### src/rtl/fpu_pkg.sv
`default_nettype none
// ============================================================================
// Module      : fpu_pkg
// Description : Shared types and constants for the FPU issue/collect path.
// Revision    : 1.0 - initial release
// ============================================================================
package fpu_pkg;

    localparam int WORD_W = 32;

    localparam logic [2:0] FOP_FLESS = 3'd0;
    localparam logic [2:0] FOP_FEQ   = 3'd1;
    localparam logic [2:0] FOP_FADD  = 3'd2;
    localparam logic [2:0] FOP_FMUL  = 3'd3;

    typedef enum logic [1:0] {
        IDLE  = 2'd0,
        START = 2'd1,
        WAIT  = 2'd2,
        DONE  = 2'd3
    } dispatch_state_t;

endpackage
`default_nettype wire

### src/rtl/fpu_dispatch.sv
`default_nettype none
// ============================================================================
// Module      : fpu_dispatch
// Description : Single-outstanding issue/collect stage in front of the FPU
//               units. Optional EXEC watchdog: FPU_DISPATCH_TIMEOUT_EN.
// Revision    : 1.0 - initial release
// ============================================================================
module fpu_dispatch
    import fpu_pkg::*;
#(
    parameter int NUM_UNITS = 4,
    parameter int OP_W      = 3,
    parameter int TAG_W     = 5,
    parameter int TIMEOUT   = 255
) (
    input  logic                        clk,
    input  logic                        rst,
    input  logic                        req_valid,
    output logic                        req_ready,
    input  logic [OP_W-1:0]             req_op,
    input  logic [WORD_W-1:0]           req_x1,
    input  logic [WORD_W-1:0]           req_x2,
    input  logic [TAG_W-1:0]            req_tag,
    output logic [WORD_W-1:0]           unit_x1,
    output logic [WORD_W-1:0]           unit_x2,
    output logic [NUM_UNITS-1:0]        unit_start,
    input  logic [WORD_W*NUM_UNITS-1:0] unit_y,
    input  logic [NUM_UNITS-1:0]        unit_idle,
    output logic                        resp_valid,
    input  logic                        resp_ready,
    output logic [WORD_W-1:0]           resp_y,
    output logic [TAG_W-1:0]            resp_tag,
    output logic                        resp_err
);

    localparam int              c_sel_w     = (NUM_UNITS > 1) ? $clog2(NUM_UNITS) : 1;
    localparam logic [OP_W:0]   c_num_units = (OP_W + 1)'(NUM_UNITS);

    dispatch_state_t        r_state;
    dispatch_state_t        w_state_nxt;
    logic [c_sel_w-1:0]     r_sel;
    logic [WORD_W-1:0]      r_x1;
    logic [WORD_W-1:0]      r_x2;
    logic [WORD_W-1:0]      r_y;
    logic [TAG_W-1:0]       r_tag;
    logic                   r_err;
    logic                   w_accept;
    logic                   w_legal;
    logic                   w_capture;
    logic                   w_abort;
    logic                   w_timeout_hit;
    logic [WORD_W-1:0]      w_sel_y;
    logic                   w_sel_idle;

    assign w_legal = ({1'b0, req_op} < c_num_units);

    always_comb begin
        w_sel_y    = '0;
        w_sel_idle = 1'b0;
        for (int i = 0; i < NUM_UNITS; i++) begin
            if (r_sel == c_sel_w'(i)) begin
                w_sel_y    = unit_y[i*WORD_W +: WORD_W];
                w_sel_idle = unit_idle[i];
            end
        end
    end

    // Start pulse is a pure decode of the START state, so it lasts one cycle.
    always_comb begin
        unit_start = '0;
        for (int i = 0; i < NUM_UNITS; i++) begin
            unit_start[i] = (r_state == START) && (r_sel == c_sel_w'(i));
        end
    end

`ifdef FPU_DISPATCH_TIMEOUT_EN
    localparam int               c_cnt_w = ($clog2(TIMEOUT + 1) > 8) ? $clog2(TIMEOUT + 1) : 8;
    localparam logic [c_cnt_w-1:0] c_timeout_last = c_cnt_w'(TIMEOUT - 1);

    logic [c_cnt_w-1:0] r_wait_cnt;

    always_ff @(posedge clk or posedge rst) begin
        if (rst) begin
            r_wait_cnt <= '0;
        end else if (r_state == START) begin
            r_wait_cnt <= '0;
        end else if (r_state == WAIT) begin
            r_wait_cnt <= r_wait_cnt + 1'b1;
        end
    end

    // Fires during the TIMEOUT-th consecutive WAIT cycle without idle.
    assign w_timeout_hit = (r_wait_cnt == c_timeout_last);
`else
    logic w_unused_timeout;
    assign w_unused_timeout = (TIMEOUT != 0);
    assign w_timeout_hit    = 1'b0;
`endif

    always_ff @(posedge clk or posedge rst) begin
        if (rst) begin
            r_state <= IDLE;
        end else begin
            r_state <= w_state_nxt;
        end
    end

    always_comb begin
        w_state_nxt = r_state;
        req_ready   = 1'b0;
        resp_valid  = 1'b0;
        w_capture   = 1'b0;
        w_abort     = 1'b0;
        w_accept    = 1'b0;
        case (r_state)
            IDLE: begin
                req_ready = 1'b1;
            end
            START: begin
                w_state_nxt = WAIT;
            end
            WAIT: begin
                if (w_sel_idle) begin
                    w_capture   = 1'b1;
                    w_state_nxt = DONE;
                end else if (w_timeout_hit) begin
                    w_abort     = 1'b1;
                    w_state_nxt = DONE;
                end
            end
            DONE: begin
                resp_valid = 1'b1;
                req_ready  = resp_ready;
                if (resp_ready) begin
                    w_state_nxt = IDLE;
                end
            end
            default: begin
                w_state_nxt = IDLE;
            end
        endcase
        // Acceptance overrides the DONE->IDLE hop to allow back-to-back issue.
        w_accept = req_valid && req_ready;
        if (w_accept) begin
            w_state_nxt = w_legal ? START : DONE;
        end
    end

    always_ff @(posedge clk or posedge rst) begin
        if (rst) begin
            r_sel <= '0;
            r_x1  <= '0;
            r_x2  <= '0;
            r_y   <= '0;
            r_tag <= '0;
            r_err <= 1'b0;
        end else begin
            if (w_accept) begin
                r_sel <= req_op[c_sel_w-1:0];
                r_x1  <= req_x1;
                r_x2  <= req_x2;
                r_tag <= req_tag;
                if (!w_legal) begin
                    r_y   <= '0;
                    r_err <= 1'b1;
                end
            end
            if (w_capture) begin
                r_y   <= w_sel_y;
                r_err <= 1'b0;
            end
            if (w_abort) begin
                r_y   <= '0;
                r_err <= 1'b1;
            end
        end
    end

    assign unit_x1  = r_x1;
    assign unit_x2  = r_x2;
    assign resp_y   = r_y;
    assign resp_tag = r_tag;
    assign resp_err = r_err;

endmodule
`default_nettype wire

### config.mk
export PLATFORM = sky130hd
export DESIGN_NAME = fpu_dispatch
export DESIGN_NICKNAME = d
export VERILOG_FILES = /design/src/rtl/fpu_pkg.sv /design/src/rtl/fpu_dispatch.sv
export SDC_FILE = /design/constraint.sdc
export NUM_CORES = 1
export LEC_CHECK = 0
export ABC_AREA = 1
export BUFFER_PORTS_ARGS = -buffer_cell sky130_fd_sc_hd__buf_2
export CORE_AREA = 2 2 124 126
export DETAILED_ROUTE_END_ITERATION = 6
export DIE_AREA = 0 0 126 128
export PLACE_DENSITY = 0.76
export SETUP_SLACK_MARGIN = 0.15
export SKIP_CTS_REPAIR_TIMING = 1
export SYNTH_ARGS = -nofsm -noshare
export SYNTH_HDL_FRONTEND = slang
export SYNTH_SLANG_ARGS = --single-unit
### constraint.sdc
create_clock -name clk -period 5.85 [get_ports clk]
set_input_delay 1.17 -clock clk [delete_from_list [all_inputs] [get_ports clk]]
set_output_delay 1.17 -clock clk [all_outputs]
set_load 0.05 [all_outputs]
==> metrics.json <==
{
  "outcome": {"value": "finished, final reports clean"},
  "critical_path_required": {"value": 4.68, "unit": "ns"},
  "leakage_component_of_the_power": {"value": 3.68, "unit": "nW"},
  "finClkSkew": {"value": 0.0119, "unit": "ns"},
  "timing.final.setup_violations": {"value": 0},
  "syn-instance-count": {"value": 504},
  "tritoncts_num_sinks": {"value": 106},
  "port_buffers": {"value": 315},
  "setup_repair_after_global_routing_missed_its_margin": {"value": "false"},
  "irDropWorstVdd": {"value": 0.367, "unit": "mV"},
  "cell_depth_of_the_worst_hold_path": {"value": 1},
  "grt_first_pass_wirelength": {"value": 24900, "unit": "um"},
  "critPathArrivalTime": {"value": 2.63, "unit": "ns"},
  "worstPathMaxFanout": {"value": 23},
  "drtIter0Drc": {"value": 239},
  "worstMarginPinSlew": {"value": 1.04, "unit": "ns"},
  "timing.max_cap.violations": {"value": 0},
  "net-switching-power": {"value": 0.00263, "unit": "W"},
  "finalCriticalPeriod": {"value": 3.80, "unit": "ns"},
  "swShare": {"value": 54.6, "unit": "%"},
  "power.clock.fraction": {"value": 12.3, "unit": "%"},
  "p_per_area": {"value": 689, "unit": "nW/um^2"},
  "drt_pass1_iterations": {"value": 5},
  "area_growth": {"value": 40.5, "unit": "%"},
  "floorplan.rows": {"value": 45},
  "p_total": {"value": 0.00481, "unit": "W"},
  "min_period_over_period": {"value": 64.9, "unit": "%"},
  "critical_path.cell_chain": {"value": "nor2_2 > inv_1 > nor2_1 > buf_2"},
  "share_of_total_power_in_combinational_logic": {"value": 60.4, "unit": "%"},
  "syn_nets": {"value": 718},
  "n_antenna_cell": {"value": 0},
  "postSynthRegisterBits": {"value": 106},
  "seqPwrFrac": {"value": 27.3, "unit": "%"},
  "numCtsBuffers": {"value": 9},
  "die_width": {"value": 126, "unit": "um"},
  "ctsLongestPathBuffers": {"value": 2},
  "fmaxAchievable": {"value": 263, "unit": "MHz"},
  "crit_slowest_cell": {"value": "sky130_fd_sc_hd__nor2_2"},
  "post_synth_main_area_contributors": {"value": "sky130_fd_sc_hd__dfrtp_1 53%, sky130_fd_sc_hd__mux2_2 13%, sky130_fd_sc_hd__nand2_1 7.6%, sky130_fd_sc_hd__o21ai_0 7.0%, sky130_fd_sc_hd__nand3_1 5.5%"},
  "ys_types": {"value": 22},
  "drive_above_1_share": {"value": 49.5, "unit": "%"},
  "synth_top_cell_by_area": {"value": "sky130_fd_sc_hd__dfrtp_1"},
  "die_area": {"value": 16100, "unit": "sq um"},
  "setup.worst_path.class": {"value": "reg2out"},
  "clockRootBuffer": {"value": "sky130_fd_sc_hd__clkbuf_16"},
  "startpoint_type": {"value": "flop"},
  "timing.max_slew.rel_slack": {"value": 30.6, "unit": "%"},
  "route.detailed.vias_per_inst": {"value": 4.90},
  "dpl.hpwl": {"value": 12400, "unit": "um"},
  "die_h": {"value": 128, "unit": "um"},
  "cp-end-kind": {"value": "output pin"},
  "final-hold-violation-count": {"value": 0},
  "totalWireLength": {"value": 16400, "unit": "um"},
  "largest_net_degree_at_the_start_of_global_routing": {"value": 78},
  "first_global_vias": {"value": 4819},
  "slew_viol_final": {"value": 0},
  "route.detailed.wl_per_inst": {"value": 16.4, "unit": "um"},
  "yosys_warnings": {"value": 0},
  "ant_nets": {"value": 0},
  "worst_path_setup_slack_after_routing": {"value": 2.05, "unit": "ns"},
  "floorplan.core_area": {"value": 14900, "unit": "sq um"},
  "layout.nets": {"value": 1019},
  "placement.setup.worst_slack": {"value": 2.39, "unit": "ns"},
  "number_of_antenna_violations_at_the_first_check_in_global_routing": {"value": 1},
  "top_cell_family_by_delay_on_the_critical_path": {"value": "simple AND/OR/NAND/NOR gates"},
  "grt_usage": {"value": 19.8, "unit": "%"},
  "ff2ff_path_depth": {"value": 7},
  "globalRouteOverflowTotal": {"value": 0},
  "tritoncts_clock_tree": {"value": "done"},
  "min-delay-path-class": {"value": "reg2reg"},
  "worst_skew_pair_later_pin_latency": {"value": 0.35, "unit": "ns"},
  "p_int": {"value": 0.00219, "unit": "W"},
  "route.detailed.drc": {"value": 0},
  "max_stage_delay": {"value": 0.70, "unit": "ns"},
  "final.setup.tns": {"value": 0, "unit": "ns"},
  "ys_seq_area_share": {"value": 53.3, "unit": "%"},
  "ys_async_sr_fraction": {"value": 100, "unit": "%"},
  "total_standard_cell_area_after_synthesis": {"value": 4970, "unit": "sq um"},
  "finalWeightedCongestion": {"value": 0.891},
  "critical_path_cell_count": {"value": 4},
  "htree_levels": {"value": 3},
  "vias": {"value": 4888},
  "worstPathBufferInverterCount": {"value": 2},
  "design.portCount": {"value": 316},
  "initial_core_utilization": {"value": 33.5, "unit": "%"},
  "synth_enable_flop_cells": {"value": 0},
  "synth_flop_cell": {"value": "sky130_fd_sc_hd__dfrtp_1"},
  "synth_top_cells_by_count": {"value": "106 x sky130_fd_sc_hd__dfrtp_1, 101 x sky130_fd_sc_hd__nand2_1, 70 x sky130_fd_sc_hd__o21ai_0, 57 x sky130_fd_sc_hd__mux2_2, 55 x sky130_fd_sc_hd__nand3_1"},
  "synth_top_area_share": {"value": 53.3, "unit": "%"},
  "post-synth-top-count-cell": {"value": "sky130_fd_sc_hd__dfrtp_1"},
  "postSynthAreaPerCell": {"value": 9.87, "unit": "sq um"},
  "path_clk_slew": {"value": 0.08, "unit": "ns"}
}
[through the flow]
stage / utilization (%) / hold WS [ns] / cell area, sq um / cells
after global placement: 45.0 / 0.470 / 6700 / 982
after CTS: 47.0 / 0.494 / 6990 / 998
after floorplan: - / 0.518 / 4970 / 504
after global routing: 47.0 / 0.505 / 6990 / 998
final: 47.0 / 0.487 / 6990 / 998
after detailed placement: 45.0 / 0.476 / 6700 / 982
[worst register-to-register path, delay by kind of cell (launching register included)]
kind / cells / cell delay (ns)
AND/OR/NAND/NOR: 6 / 1.80
flip-flops: 1 / 0.63
buffers and inverters: 1 / 0.52
[state kept, by name (all words and copies together) (netlist names)]
register / count
resp_y: 32
unit_x1: 32
unit_x2: 32
resp_tag: 5
r_sel: 2
r_state: 2
resp_err: 1
[final cells by class]
class                           instances  area (sq um)
Clock buffer                           10           229
Multi-Input combinational cell        346          2110
Sequential cell                       106          2650
Inverter                               23          88.8
Fill cell                            1488          7880
Tap cell                              188           235
Timing Repair Buffer                  319          1610
Clock inverter                          6          61.3
[logic make-up after synthesis]
family / after synthesis / share of synthesized area, %
simple gates: 171 / 14.8
flops: 106 / 53.3
compound gates: 100 / 10.2
mux: 69 / 15.6
buf+inv: 52 / 4.45
fa+ha+maj: 6 / 1.51
[final timing paths]
path / start / slack (ns) / to
min: unit_x2[20]$_DFFE_PP0P_ / 0.49 / unit_x2[20]$_DFFE_PP0P_
max reg2reg: r_sel[1]$_DFFE_PP0P_ / 2.85 / resp_y[10]$_DFFE_PP0P_
min in group asynchronous: rst / 0.96 / unit_x1[26]$_DFFE_PP0P_
max: r_sel[1]$_DFFE_PP0P_ / 2.05 / unit_start[0]
min reg2reg: unit_x2[20]$_DFFE_PP0P_ / 0.49 / unit_x2[20]$_DFFE_PP0P_
max in group asynchronous: rst / 3.79 / r_state[0]$_DFFE_PP0P_
[layout by cell type (no fill, tap or decap)]
cell	instances
sky130_fd_sc_hd__clkbuf_1	1
sky130_fd_sc_hd__clkbuf_16	9
sky130_fd_sc_hd__o21ai_1	19
sky130_fd_sc_hd__a21oi_1	4
sky130_fd_sc_hd__inv_8	1
sky130_fd_sc_hd__nand2_1	101
sky130_fd_sc_hd__nor2_1	5
sky130_fd_sc_hd__clkinvlp_4	1
sky130_fd_sc_hd__o21ai_0	70
sky130_fd_sc_hd__nand3_1	54
sky130_fd_sc_hd__buf_4	4
sky130_fd_sc_hd__inv_2	4
sky130_fd_sc_hd__buf_2	315
sky130_fd_sc_hd__nor3_1	2
sky130_fd_sc_hd__clkinv_8	1
sky130_fd_sc_hd__or2_1	1
sky130_fd_sc_hd__nor2_2	3
sky130_fd_sc_hd__dfrtp_1	106
sky130_fd_sc_hd__nand3b_1	1
sky130_fd_sc_hd__clkinv_4	2
sky130_fd_sc_hd__ha_1	6
sky130_fd_sc_hd__nand3_4	1
sky130_fd_sc_hd__mux2_1	12
sky130_fd_sc_hd__inv_6	1
sky130_fd_sc_hd__mux2_2	57
sky130_fd_sc_hd__nand4_1	2
sky130_fd_sc_hd__nand3_2	1
sky130_fd_sc_hd__inv_1	18
sky130_fd_sc_hd__inv_4	1
sky130_fd_sc_hd__o22ai_1	7
[layer usage]
metal / global-route usage (%) / routed length, um / up-vias / share of wire [%]
met5: 0 / 16 / - / 0.097
met4: 6.40 / 326 / 2 / 2.0
met3: 5.47 / 1380 / 21 / 8.4
met2: 34.1 / 8170 / 271 / 50
met1: 24.1 / 6520 / 2274 / 40
li1: - / - / 2320 / -
[power by group through the flow]
stage / logic [W] / clock network (W) / registers (W)
global placement: 0.00289 / 0 / 0.00130
detailed placement: 0.00293 / 0 / 0.00133
global route: 0.00311 / 0.000646 / 0.00136
CTS: 0.00293 / 0.000615 / 0.00132
floorplan: 0.00101 / 0 / 0.00249
finish: 0.00291 / 0.000590 / 0.00131
(Power assumes the default switching activity.)
